===== config.mk =====
export PLATFORM = sky130hd
export DESIGN_NAME = mixed_width_ram
export DESIGN_NICKNAME = d
export VERILOG_FILES = /design/src/rtl/mixed_width_ram.sv
export SDC_FILE = /design/constraint.sdc
export NUM_CORES = 1
export LEC_CHECK = 0
export CAP_MARGIN = 20
export CORE_MARGIN = 4
export CORE_UTILIZATION = 67
export CTS_CLUSTER_SIZE = 20
export DETAILED_ROUTE_END_ITERATION = 10
export PLACE_DENSITY = 0.95
export SYNTH_ARGS = -nofsm -noshare
export SYNTH_HDL_FRONTEND = slang
export SYNTH_SLANG_ARGS = --single-unit
export TNS_END_PERCENT = 50

===== constraint.sdc =====
create_clock -name clk -period 3.4 [get_ports clk]
set_input_delay 0.68 -clock clk [delete_from_list [all_inputs] [get_ports clk]]
set_output_delay 0.68 -clock clk [all_outputs]
set_load 0.01 [all_outputs]

===== src/rtl/mixed_width_ram.sv =====
// Byte-lane RAM with power-of-two access sizes, big-endian lane order, alignment exceptions and 1-cycle reads.
// Build option MIXED_WIDTH_RAM_BYPASS_EN: same-cycle write data forwards to overlapping read lanes.
module mixed_width_ram #(
  parameter int ADDR_WIDTH = 5,
  parameter int DATA_WIDTH = 8,
  parameter int LANES      = 4,
  localparam int SIZE_W    = $clog2(LANES) + 1
) (
  input  logic                        clk,
  input  logic                        rst,
  input  logic                        w_en,
  input  logic [SIZE_W-1:0]           w_size,
  input  logic [ADDR_WIDTH-1:0]       w_addr,
  input  logic [DATA_WIDTH*LANES-1:0] w_data,
  input  logic                        r_en,
  input  logic [SIZE_W-1:0]           r_size,
  input  logic [ADDR_WIDTH-1:0]       r_addr,
  output logic [DATA_WIDTH*LANES-1:0] r_data,
  output logic                        r_valid,
  output logic                        wr_exc_flag,
  output logic                        rd_exc_flag,
  output logic [7:0]                  wr_exc_cnt,
  output logic [7:0]                  rd_exc_cnt,
  input  logic                        ctr_clr
);

  localparam int DEPTH      = 2 ** ADDR_WIDTH;
  localparam int LOG2_LANES = $clog2(LANES);

  logic [DATA_WIDTH-1:0] mem [DEPTH];

  // Aligned and no wider than LANES; alignment also guarantees no wrap past DEPTH.
  function automatic logic is_legal(input logic [SIZE_W-1:0] size, input logic [ADDR_WIDTH-1:0] addr);
    logic [ADDR_WIDTH-1:0] mask;
    mask = '0;
    for (int i = 0; i < ADDR_WIDTH; i++)
      mask[i] = (i < int'(size));
    return (int'(size) <= LOG2_LANES) && ((addr & mask) == '0);
  endfunction

  logic                        w_legal, r_legal;
  int                          w_lanes, r_lanes;
  logic [ADDR_WIDTH-1:0]       rd_addr_j;
  logic [DATA_WIDTH*LANES-1:0] rd_next;
`ifdef MIXED_WIDTH_RAM_BYPASS_EN
  int                          w_off;
`endif

  always_comb begin
    w_legal   = is_legal(w_size, w_addr);
    r_legal   = is_legal(r_size, r_addr);
    w_lanes   = 1 << w_size;
    r_lanes   = 1 << r_size;
    rd_next   = '0;
    rd_addr_j = '0;
`ifdef MIXED_WIDTH_RAM_BYPASS_EN
    w_off     = 0;
`endif
    // Result lane j (from LSB) comes from the (n-1-j)th address of the access.
    for (int j = 0; j < LANES; j++) begin
      if (j < r_lanes) begin
        rd_addr_j = r_addr + ADDR_WIDTH'(r_lanes - 1 - j);
        rd_next[j*DATA_WIDTH +: DATA_WIDTH] = mem[rd_addr_j];
`ifdef MIXED_WIDTH_RAM_BYPASS_EN
        w_off = int'(rd_addr_j) - int'(w_addr);
        if (w_en && w_legal && w_off >= 0 && w_off < w_lanes)
          rd_next[j*DATA_WIDTH +: DATA_WIDTH] = w_data[(w_lanes - 1 - w_off)*DATA_WIDTH +: DATA_WIDTH];
`endif
      end
    end
  end

  // Memory has no reset; contents survive rst.
  always_ff @(posedge clk) begin
    if (w_en && w_legal) begin
      for (int i = 0; i < LANES; i++)
        if (i < w_lanes)
          mem[w_addr + ADDR_WIDTH'(i)] <= w_data[(w_lanes - 1 - i)*DATA_WIDTH +: DATA_WIDTH];
    end
  end

  always_ff @(posedge clk or posedge rst) begin
    if (rst) begin
      r_data      <= '0;
      r_valid     <= 1'b0;
      wr_exc_flag <= 1'b0;
      rd_exc_flag <= 1'b0;
      wr_exc_cnt  <= '0;
      rd_exc_cnt  <= '0;
    end else begin
      r_valid     <= r_en;
      if (r_en)
        r_data <= r_legal ? rd_next : '0;
      wr_exc_flag <= w_en && !w_legal;
      rd_exc_flag <= r_en && !r_legal;
      if (ctr_clr)
        wr_exc_cnt <= '0;
      else if (w_en && !w_legal && wr_exc_cnt != 8'hFF)
        wr_exc_cnt <= wr_exc_cnt + 8'd1;
      if (ctr_clr)
        rd_exc_cnt <= '0;
      else if (r_en && !r_legal && rd_exc_cnt != 8'hFF)
        rd_exc_cnt <= rd_exc_cnt + 8'd1;
    end
  end

endmodule

==> results.md, run 1 <==
* Outcome: stopped before the end
* Exit stage: global routing
* First Error: [ERROR GRT-0232] Routing congestion too high. Check the congestion heatmap in the GUI.
* Top cell type's share of synthesized area at 0.332
* Most frequent cell after synthesis: mux4_2
* Dominant cell type by area after synthesis: edfxtp_1
* Syn avg cell area at 12.2 sq um
* Syn nets at 1968
* Total CTS buffers at 31
* Top post-synthesis cells by count: mux4_2 (264), edfxtp_1 (256), nand2_1 (158)
* Remaining global-route overflow at 16
* CTS max path bufs at 3
* Rows at 67
* # IOs at 104
* Tot GR Track Use at 0.731
* Worst End Pin Type: sequential cell input
* Placer Congestion at about 1.2
* Htree depth at 1
* Post-synthesis cell count at 1888
* Synthesis-stage register bit count at just over 300
* Largest net degree at the start of global routing at 57
* Antenna violations before repair at 24
* Predominant post-synthesis flop cell: edfxtp_1
* Post-synth EDFFs at 256
* Unique cell type count in the Yosys netlist at 70
* GRT worst endpoint: r_data[24]$_DFFE_PP0P_/D
* Most area-consuming cells after synthesis: edfxtp_1 (33%), mux4_2 (26%), mux2i_1 (6.1%), dfrtp_1 (5.5%), nand2_1 (2.6%)
* Sequential share of the synthesized area at 0.388
* Post-synth ARST share at 0.166
* Syn Std Cell Area at 23100 sq um
* Pre-CTS setup slack at -1.25 ns
* Clock Tree Root: clkbuf_16
* Synth warn at 0
* Clock Sinks at 307
* Die Y at 194 microns
* IO Port Bufs at around 100
* Placed Area at 26600 sq um
* Die Width at 194 microns
* Starting Density at 0.684
* Detailed Place HPWL at 68600 microns
[repair_timing]
action | 4_1_cts
hold buffers | 0
gates resized for setup | 45
gates cloned | 1
setup endpoints to repair | 32
buffers inserted | 10
pin swaps | 11
[layer usage]
layer / GRT usage / overflow
met5: 0.462 / 0
met4: 0.691 / 3
met3: 0.689 / 6
met2: 0.821 / 7
met1: 0.720 / 0
[stage by stage]
step / utilization / hold WS [ns] / std cells / setup TNS, ns
CTS: 0.828 / 0.529 / 2593 / -0.0166
floorplan: - / 0.517 / 1888 / -9.33
detailed placement: 0.788 / 0.494 / 2525 / -32.22
global placement: 0.788 / 0.466 / 2525 / -26.66
[cells by family after synthesis]
| group | Yosys count | share of synthesized area |
|---|---|---|
| adder cells (fa/ha/maj) | 27 | 0.0162 |
| flip-flops | 307 | 0.388 |
| AND/OR/NAND/NOR | 450 | 0.0935 |
| multiplexers | 437 | 0.334 |
| XOR/XNOR | 27 | 0.0120 |
| AO/OA/AOI/OAI | 354 | 0.106 |
| buffers and inverters | 286 | 0.0508 |
==> inputs of run 2 (changes only) <==
CORE_UTILIZATION = 40   (was 67)
CTS_CLUSTER_SIZE = unset   (was 20)
PLACE_DENSITY = unset   (was 0.95)
PLACE_DENSITY_LB_ADDON = 0.15   (was unset)
==> run 2 against run 1 <==
Effect of this change:
- synthesized area unchanged
- the flow now finishes, with violations (setup timing)
- synthesized cell count unchanged
==> results.md, run 2 <==
* Outcome: finished with violations
* Failing checks: setup timing
* Register with the most flip-flops: mem
* PwrDens at 453 nW/um^2
* Final worst slack at -0.0504 ns
* Worst r2r src: mem[31][4]
* Syn nets at 1968 (unchanged)
* Vias per cell at 6.46
* Clock Tree Root: clkbuf_16
* Worst slew pin tran at 0.859 ns
* Antenna violations before repair at 1
* Unrepaired setup endpoints after global routing: yes
* DRC violations left at 0
* Most area-consuming cells after synthesis: edfxtp_1 (33%), mux4_2 (26%), mux2i_1 (6.1%), dfrtp_1 (5.5%), nand2_1 (2.6%)
* # IOs at 104 (unchanged)
* CTS tree: yes
* Peak VDD IR at 0.000324 V
* Post-Synth XOR/XNOR Area at 0.0120 (unchanged)
* WHS Endpoint: r_data[5]
* Storage element area at 8960 sq um
* Crit path max fanout at 21
* Most frequent cell after synthesis: mux4_2
* # setup viols final at 2
* Post-route design area at a little under 30000 sq um
* Syn avg cell area at 12.2 sq um (unchanged)
* Critical path class: in -> reg
* Placer Congestion at 1.00 (-15%)
* Core Area at roughly 57000 sq um
* IO Port Bufs at 103 (unchanged)
* R2R depth at 5
* Final WL at ~94000 microns
* Fillers at 4925
* Top cell type's share of synthesized area at 0.332 (unchanged)
* Largest net degree at the start of global routing at 57
* WHS Path Cells at 2
* Final hold slack at 0.487 ns
* Synth warn at 0 (unchanged)
* Highest achievable clock rate at approximately 0.29 GHz
* Syn-to-layout area delta at 27.7%
* Pleak at just over 10 nW
* First-pass GRT wire length at 136000 microns
* Placed Area at 27700 sq um (+4.2%)
* Post-route minimum period at between 3 and 4 ns
* Hold buffer count at CTS at 0 (unchanged)
* Simple-gate area share of the yosys netlist at 0.0935 (unchanged)
* Critical path startpoint category: primary input
* Most frequent cells in the layout: buf_4 (313), mux4_2 (264), edfxtp_1 (256)
* Multiplexer share of the synthesized area at 0.334 (unchanged)
* Dominant cell type by area after synthesis: edfxtp_1
* Layout Skew at ~0.021 ns
* Total of max-cap violations at 0
* Starting Density at 0.407 (-0.278)
* Pins over their slew limit at 0
* Total CTS buffers at 37 (+19%)
* Tot GR Track Use at 0.298
* Post-synthesis cell count at 1888 (unchanged)
* R2R Path End: r_data[20]
* Share of cells above drive strength 1 at 0.382
* Worst Setup End Kind: flip-flop
* Unique cell type count in the Yosys netlist at 70 (unchanged)
* Slew HR at 0.427
* Most common cell after layout, fill and taps aside: buf_4
* Htree depth at 2 (+1)
* ANT nets after route at 0
* Die Width at 248 microns (+28%)
* WP data arrival at 3.88 ns
* CTS clk-pin slew, worst paths at 0.06 ns
* Rows at 87 (+30%)
* Multi-input logic area at ~14000 sq um
* Adder-cell share of the synthesized area at 0.0162 (unchanged)
* Worst Hold Launch: r_data[5]
* Max reg flops at around 260
* Synthesis-stage register bit count at 307 (unchanged)
* Largest family of logic cells by synthesized area: multiplexers
* Hold crit path type: reg -> reg
* Predominant post-synthesis flop cell: edfxtp_1
* Die Y at 248 microns (+28%)
* Final period utilization at 1.01
* DR WL/cell at around 31 microns
* Registers with the most flip-flops: mem (256), r_data (32)
* Number of global-route vias before repair at around 19000
* Top post-synthesis cells by count: mux4_2 (264), edfxtp_1 (256), nand2_1 (158)
* Final #Nets at 2294
* Worst skew pair latency at 0.56 ns
* Die area at 61700 sq um
* Clock Sinks at 307 (unchanged)
* Complex-gate fraction of the synthesized area at 0.106 (unchanged)
* Syn Std Cell Area at 23100 sq um (unchanged)
* Post-synth ARST share at 0.166 (unchanged)
* DRT iter0 DRCs at 2675
* Critical path data required time at 3.83 ns
* Worst reg2reg setup slack at about 1.4 ns
* Remaining global-route overflow at 0
* CTS max path bufs at 3 (unchanged)
* DRT Pass-1 Iters at 6
* Via Count at 19400
* Post-synth EDFFs at 256 (unchanged)
* Detailed Place HPWL at 72300 microns (+5.4%)
* Hold Fails Final Rpt at 0
* Sequential share of the synthesized area at 0.388 (unchanged)
-- run 2: power breakdown --
group | switching [mW] | internal, mW
Sequential | 0.0905 | 4.18
Combinational | 2.69 | 2.43
Clock | 1.72 | 2.25
Total | 4.50 | 8.86
-- run 2: logic make-up after synthesis --
group / after synthesis
AO/OA/AOI/OAI: 354
XOR/XNOR: 27
adder cells (fa/ha/maj): 27
buffers and inverters: 286
flip-flops: 307
multiplexers: 437
AND/OR/NAND/NOR: 450
-- run 2: how the worst max path moves through the flow --
stage	from	to	slack, ns	cells past startpoint
2_1_floorplan	r_size[1]	r_data[16]	-0.41	15
3_3_place_gp	r_size[2]	r_data[18]	-1.59	12
3_5_place_dp	r_size[2]	r_data[18]	-1.63	12
4_1_cts	r_size[2]	r_data[22]	-0.05	14
5_1_grt	r_size[1]	r_data[19]	-0.08	14
6_report	r_size[1]	r_data[20]	-0.05	11
-- run 2: worst max-delay path, cell delays in order --
cell and delay, ns:
buf_6 0.09, or3_4 0.40, buf_4 0.15, ha_1 0.25, fa_4 0.91, buf_12 0.23
mux4_2 0.33, mux2i_1 0.27, buf_4 0.18, a2111oi_2 0.08, a221o_1 0.29
-- run 2: final cells by class --
type	instances	area share
timing repair buffer	473	0.151
inverter	100	0.0128
clock inverter	18	0.00475
clock buffer	48	0.0352
sequential	307	0.304
antenna	1	0.0000848
tap	756	0.0320
multi-input combinational	1295	0.460
-- run 2: per-layer routing --
layer / vias up / share of wire / track usage
li1: 8128 / - / -
met1: 9730 / 0.39 / 0.409
met2: 1342 / 0.45 / 0.457
met3: 171 / 0.13 / 0.0894
met4: 0 / 0.038 / 0.0934
met5: - / 0 / 0
-- run 2: repair_timing --
action,in CTS,in global routing
buffers inserted,7,7
resized for setup,71,47
gates cloned,4,1
pin swaps,16,14
setup endpoints to repair,32,29
-- run 2: per-stage QoR --
step | worst slack [ns] | TNS, ns | util | power (mW) | std cells
after floorplan | -0.411 | -9.33 | - | 6.91 | 1888
after global placement | -1.59 | -31.83 | 0.488 | 8.88 | 2914
after detailed placement | -1.63 | -33.41 | 0.488 | 8.91 | 2915
after CTS | -0.0473 | -0.182 | 0.516 | 13.2 | 2992
after global routing | -0.0777 | -0.686 | 0.520 | 13.8 | 2997
final | -0.0504 | -0.0642 | 0.520 | 13.4 | 2998
(Power assumes the default switching activity.)
